File: config.mk
export PLATFORM = sky130hd
export DESIGN_NAME = pipeline_ctrl
export DESIGN_NICKNAME = d
export VERILOG_FILES = /design/src/rtl/arm_ctrl_pkg.sv /design/src/rtl/pipeline_ctrl_hazard_detect.sv /design/src/rtl/pipeline_ctrl.sv
export SDC_FILE = /design/constraint.sdc
export NUM_CORES = 1
export LEC_CHECK = 0
export ABC_AREA = 1
export BUFFER_PORTS_ARGS = -buffer_cell sky130_fd_sc_hd__buf_4
export CAP_MARGIN = 20
export CORE_MARGIN = 8
export CORE_UTILIZATION = 55
export CTS_CLUSTER_DIAMETER = 30
export DETAILED_ROUTE_END_ITERATION = 10
export PLACE_DENSITY = 0.84
export SYNTH_ARGS = -nofsm -noshare
export SYNTH_HDL_FRONTEND = slang
export SYNTH_SLANG_ARGS = --single-unit
export TNS_END_PERCENT = 30
File: constraint.sdc
create_clock -name clk -period 4.1 [get_ports clk]
set_input_delay 0.41 -clock clk [delete_from_list [all_inputs] [get_ports clk]]
set_output_delay 0.41 -clock clk [all_outputs]
set_load 0.1 [all_outputs]
File: src/rtl/arm_ctrl_pkg.sv
// +--------------------------------------------------------------------------+
// | arm_ctrl_pkg                                                             |
// | Shared types and widths for the pipeline stall/flush controller.         |
// | Rev 1.0                                                                  |
// +--------------------------------------------------------------------------+
`default_nettype none

package arm_ctrl_pkg;

  localparam int REG_IDX_W = 4;

  typedef enum logic [1:0] {
    IDLE   = 2'd0,
    ACCESS = 2'd1,
    DONE   = 2'd2
  } ctrl_state_e;

  // Wide enough to hold 0..max_wait inclusive.
  function automatic int wait_cnt_w(input int max_wait);
    return $clog2(max_wait + 1);
  endfunction

endpackage

`default_nettype wire

File: src/rtl/pipeline_ctrl_hazard_detect.sv
// +--------------------------------------------------------------------------+
// | hazard_detect                                                            |
// | RAW compare of ID sources against EXE/MEM destinations.                  |
// | Macro FORWARDING_EN: only load-use in EXE stalls, MEM term dropped.      |
// | Rev 1.0                                                                  |
// +--------------------------------------------------------------------------+
`default_nettype none

module hazard_detect
  import arm_ctrl_pkg::*;
(
  input  logic [REG_IDX_W-1:0] id_src1,
  input  logic [REG_IDX_W-1:0] id_src2,
  input  logic                 id_src1_vld,
  input  logic                 id_src2_vld,
  input  logic [REG_IDX_W-1:0] exe_dest,
  input  logic                 exe_wb_en,
  input  logic                 exe_mem_r_en,
  input  logic [REG_IDX_W-1:0] mem_dest,
  input  logic                 mem_wb_en,
  output logic                 hz
);

  logic w_src1_hz;
  logic w_src2_hz;
  logic w_unused;

`ifdef FORWARDING_EN
  // Forwarding covers ALU results; only a load still in EXE can't be bypassed.
  assign w_src1_hz = id_src1_vld & exe_wb_en & exe_mem_r_en & (id_src1 == exe_dest);
  assign w_src2_hz = id_src2_vld & exe_wb_en & exe_mem_r_en & (id_src2 == exe_dest);
  assign w_unused  = &{1'b0, mem_dest, mem_wb_en};
`else
  assign w_src1_hz = id_src1_vld & (((id_src1 == exe_dest) & exe_wb_en) |
                                    ((id_src1 == mem_dest) & mem_wb_en));
  assign w_src2_hz = id_src2_vld & (((id_src2 == exe_dest) & exe_wb_en) |
                                    ((id_src2 == mem_dest) & mem_wb_en));
  assign w_unused  = &{1'b0, exe_mem_r_en};
`endif

  assign hz = w_src1_hz | w_src2_hz;

endmodule

`default_nettype wire

File: src/rtl/pipeline_ctrl.sv
// +--------------------------------------------------------------------------+
// | pipeline_ctrl                                                            |
// | Stall/flush controller: RAW hazards, branch flush, SRAM wait FSM and a   |
// | saturating stall counter. Macro FORWARDING_EN selects load-use-only RAW. |
// | Rev 1.0                                                                  |
// +--------------------------------------------------------------------------+
`default_nettype none

module pipeline_ctrl
  import arm_ctrl_pkg::*;
#(
  parameter int MAX_WAIT = 16,
  parameter int CNT_W    = 16
) (
  input  logic                 clk,
  input  logic                 rst,
  input  logic [REG_IDX_W-1:0] id_src1,
  input  logic [REG_IDX_W-1:0] id_src2,
  input  logic                 id_src1_vld,
  input  logic                 id_src2_vld,
  input  logic [REG_IDX_W-1:0] exe_dest,
  input  logic                 exe_wb_en,
  input  logic                 exe_mem_r_en,
  input  logic [REG_IDX_W-1:0] mem_dest,
  input  logic                 mem_wb_en,
  input  logic                 branch_taken,
  input  logic                 mem_req,
  input  logic                 mem_ready,
  output logic                 hz_freeze,
  output logic                 id_flush,
  output logic                 if_flush,
  output logic                 pipe_freeze,
  output logic                 sram_start,
  output logic                 timeout_err,
  output logic [CNT_W-1:0]     stall_cnt
);

  localparam int c_wait_w = wait_cnt_w(MAX_WAIT);

  ctrl_state_e         r_state;
  ctrl_state_e         w_state_next;
  logic [c_wait_w-1:0] r_wait_cnt;
  logic                r_sram_start;
  logic                r_timeout_err;
  logic [CNT_W-1:0]    r_stall_cnt;
  logic                w_hz;
  logic                w_pipe_freeze;
  logic                w_timeout;
  logic                w_stall;

  hazard_detect u_hazard_detect (
    .id_src1      (id_src1),
    .id_src2      (id_src2),
    .id_src1_vld  (id_src1_vld),
    .id_src2_vld  (id_src2_vld),
    .exe_dest     (exe_dest),
    .exe_wb_en    (exe_wb_en),
    .exe_mem_r_en (exe_mem_r_en),
    .mem_dest     (mem_dest),
    .mem_wb_en    (mem_wb_en),
    .hz           (w_hz)
  );

  // The last permitted ACCESS cycle ends in timeout unless mem_ready arrives in it.
  assign w_timeout = (r_state == ACCESS) && !mem_ready &&
                     (r_wait_cnt == c_wait_w'(MAX_WAIT - 1));

  always_ff @(posedge clk or negedge rst) begin
    if (!rst) begin
      r_state <= IDLE;
    end else begin
      r_state <= w_state_next;
    end
  end

  always_comb begin
    w_state_next  = r_state;
    w_pipe_freeze = 1'b0;
    case (r_state)
      IDLE: begin
        if (mem_req) begin
          w_state_next = ACCESS;
        end
      end
      ACCESS: begin
        w_pipe_freeze = 1'b1;
        if (mem_ready || w_timeout) begin
          w_state_next = DONE;
        end
      end
      DONE: begin
        w_state_next = IDLE;
      end
      default: begin
        w_state_next = IDLE;
      end
    endcase
  end

  always_ff @(posedge clk or negedge rst) begin
    if (!rst) begin
      r_wait_cnt    <= '0;
      r_sram_start  <= 1'b0;
      r_timeout_err <= 1'b0;
    end else begin
      r_wait_cnt   <= (r_state == ACCESS) ? r_wait_cnt + c_wait_w'(1) : '0;
      r_sram_start <= (r_state == IDLE) && mem_req;
      if (w_timeout) begin
        r_timeout_err <= 1'b1;
      end
    end
  end

  // A frozen pipe holds everything; branch/hazard decisions wait for release.
  assign pipe_freeze = w_pipe_freeze;
  assign hz_freeze   = !w_pipe_freeze && w_hz && !branch_taken;
  assign if_flush    = !w_pipe_freeze && branch_taken;
  assign id_flush    = !w_pipe_freeze && (branch_taken || w_hz);

  assign w_stall = hz_freeze || pipe_freeze;

  always_ff @(posedge clk or negedge rst) begin
    if (!rst) begin
      r_stall_cnt <= '0;
    end else if (w_stall && (r_stall_cnt != {CNT_W{1'b1}})) begin
      r_stall_cnt <= r_stall_cnt + CNT_W'(1);
    end
  end

  assign sram_start  = r_sram_start;
  assign timeout_err = r_timeout_err;
  assign stall_cnt   = r_stall_cnt;

endmodule

`default_nettype wire

==> results.ini <==
[die]
dieWidth_um=71.2
start_util_pct=56.3
fp.dieH_um=71.2
dieArea_sq_um=5070
pin_count=48
rows=20
core_area_sq_um=2980

[clock_network]
cts_made_buffers=3
clockBufferDepth=2
cts_setup_buffers=0
ctsRootBufferMaster=clkbuf_4
cts.sinks=25
htreeDepth=1
ctsResizeCount=0
cts.clk_slew.worst_paths_ns=0.13
cts_tree=built
clock_latency_ns=0.31

[synth]
syn-num-nets=264
synth_cell_types=25
ys_ff_latch=25
synth_warnings=0
synth_area_per_cell_sq_um=7.13
yosysSeqAreaShare_pct=37.3
yosys-top-cells-area=dfrtp_1 37%, nand2_1 19%, nand3_1 7.2%
ys.flop_type=dfrtp_1
synth.top_cell.area_share_pct=37.3
synth_edf_count=0
postSynthCellCount=235
synth-async-reset-ratio_pct=100
synth_top_area_cell=dfrtp_1
syn_area_sq_um=1680
ys_top_cells_by_count=83 x nand2_1, 32 x inv_1, 25 x dfrtp_1
synth.most_common_cell=nand2_1

[finish]
antennaDiodeCount=0
syn_to_final_growth_pct=22.4
fillerInstances=254
final_nets=312
drive_above_1_share_pct=23.4

[worst_hold_path]
worstHoldStart=mem_req
hp-class=in -> reg
min_to=sram_start
holdPathStages=3

[sta]
worst_slack_ns=2.10
drv_slew=0
worst_pin_slew_ns=0.398
rsz0062_at_grt=false
finalClockSkew_ns=0.00494
clock.fmax_ghz=0.499
hold_viol_final=0
fin_crit_sh_pct=48.8
slew_headroom_pct=73.3
setup-tns-final_ns=0
final-setup-viol-count=0
min_period_ns=2.00

[status]
status=finished clean

[grt]
grt_pass1_vias=1644
grt_start_max_net_pins=26
antenna_found_initial=0
grt.total_usage_pct=15.7
grt_pass1_wl_um=6680
gr-total-overflow=0

[power_and_ir_drop]
power_frac_clock_pct=12.1
p_sw_w=0.000477
p_comb_share_pct=52.0
peakVddDrop_mv=0.176
swShare_pct=52.6
seqPwrFrac_pct=35.9
p_int_w=0.000430
cellPowerDensity_nw_per_um2=442
cellLeakagePower_nw=1.13

[worst_setup_path]
r2r_slack_ns=2.34
required_ns=3.69
arrival_ns=1.59
end_kind=primary output
ff2ff_path_depth=9
crit_path_start_kind=flip-flop
crit_type=reg -> out
startpoint=r_state[1]
regToRegEndpoint=stall_cnt[14]
rr_startpoint=stall_cnt[0]
worstPathMaxFanout=8

[route]
vias_per_cell=4.99
drt_pre_antenna_iters=4
vias=1573
drtIter0Drc=66
post_drt_wl_per_cell_um=11.7
ant_nets=0
drc=0
drt-total-wl_um=3670

[job]
drv_cap=0

[placement]
dpl_worst_slack_ns=2.08
gp_congestion=0.773
hpwl_um=2940
port_buffers=46

[per-stage QoR]
stage | cell area, sq um | std cells | util [%] | hold slack [ns] | power, W
global route | 2050 | 315 | 68.9 | 0.312 | 0.000957
CTS | 2050 | 315 | 68.9 | 0.316 | 0.000914
detailed placement | 2010 | 310 | 67.6 | 0.333 | 0.000804
floorplan | 1680 | 235 | - | 0.114 | 0.000707
finish | 2050 | 315 | 68.9 | 0.320 | 0.000907
global placement | 2010 | 310 | 67.6 | 0.332 | 0.000792
[layout make-up]
type                            instances  area, sq um  share of cell area (%)
Timing Repair Buffer                   47          355                    17.3
Tap cell                               33         41.3                    2.01
Sequential cell                        25          626                    30.5
Multi-Input combinational cell        173          878                    42.8
Clock buffer                            4         26.3                    1.28
Inverter                               33          124                    6.04
[worst max-delay path, stage by stage, from the launching register on]
cell	delay, ns
dfrtp_1	0.41
nor2_2	0.29
inv_1	0.19
nand3_2	0.13
inv_1	0.04
buf_4	0.22
[logic make-up after synthesis]
group | after synthesis | share of synthesized area [%]
simple gates | 149 | 40.7
xor+xnor | 12 | 6.27
fa+ha+maj | 3 | 2.24
buf+inv | 37 | 10.2
flops | 25 | 37.3
compound gates | 9 | 3.21
[how the worst max path moves through the flow]
stage	slack, ns	endpoint	cells after the start
after detailed placement	2.08	stall_cnt[1]	14
after global routing	1.97	hz_freeze	5
after floorplan	1.24	id_flush	8
after global placement	2.13	stall_cnt[15]	14
final	2.10	hz_freeze	5
after CTS	2.08	hz_freeze	5
[metal layers]
metal | routed length, um | global-route usage [%] | up-vias
met4 | 55 | 6.93 | 0
met1 | 1620 | 16.8 | 708
met3 | 199 | 3.67 | 4
li1 | - | - | 822
met2 | 1800 | 28.4 | 39
met5 | 0 | 0 | -
[power by group through the flow]
stage	combinational, W	clock, W	sequential [W]
6_report	0.000471	0.000110	0.000326
5_1_grt	0.000505	0.000120	0.000333
4_1_cts	0.000476	0.000113	0.000325
3_5_place_dp	0.000474	0	0.000330
3_3_place_gp	0.000464	0	0.000328
2_1_floorplan	0.000208	0	0.000498
[state kept, by name (all words and copies together) (netlist names)]
name         flops
stall_cnt       16
r_wait_cnt       5
r_state          2
sram_start       1
timeout_err      1
[timing repair]
action,CTS,global route
hold endpoints to repair,25,0
hold buffers,1,0
endpoints found under the setup margin,0,0
[cells in the final DEF (no fill, tap or decap), types with 2 or more instances in the layout]
master,synthesis,layout
a31o_2,2,2
nand3_2,5,5
ha_1,3,3
nor4_1,2,2
nand2_1,83,83
buf_4,0,46
nand2_2,2,2
nor2_2,3,3
nand3_1,24,24
xor2_1,5,5
nor2_1,22,22
dfrtp_1,25,25
inv_1,32,32
nor2_4,2,2
a21oi_1,3,3
o21ai_0,2,2
clkbuf_4,0,3
xnor2_1,7,7
nand4_1,3,3
(Power assumes the default switching activity.)
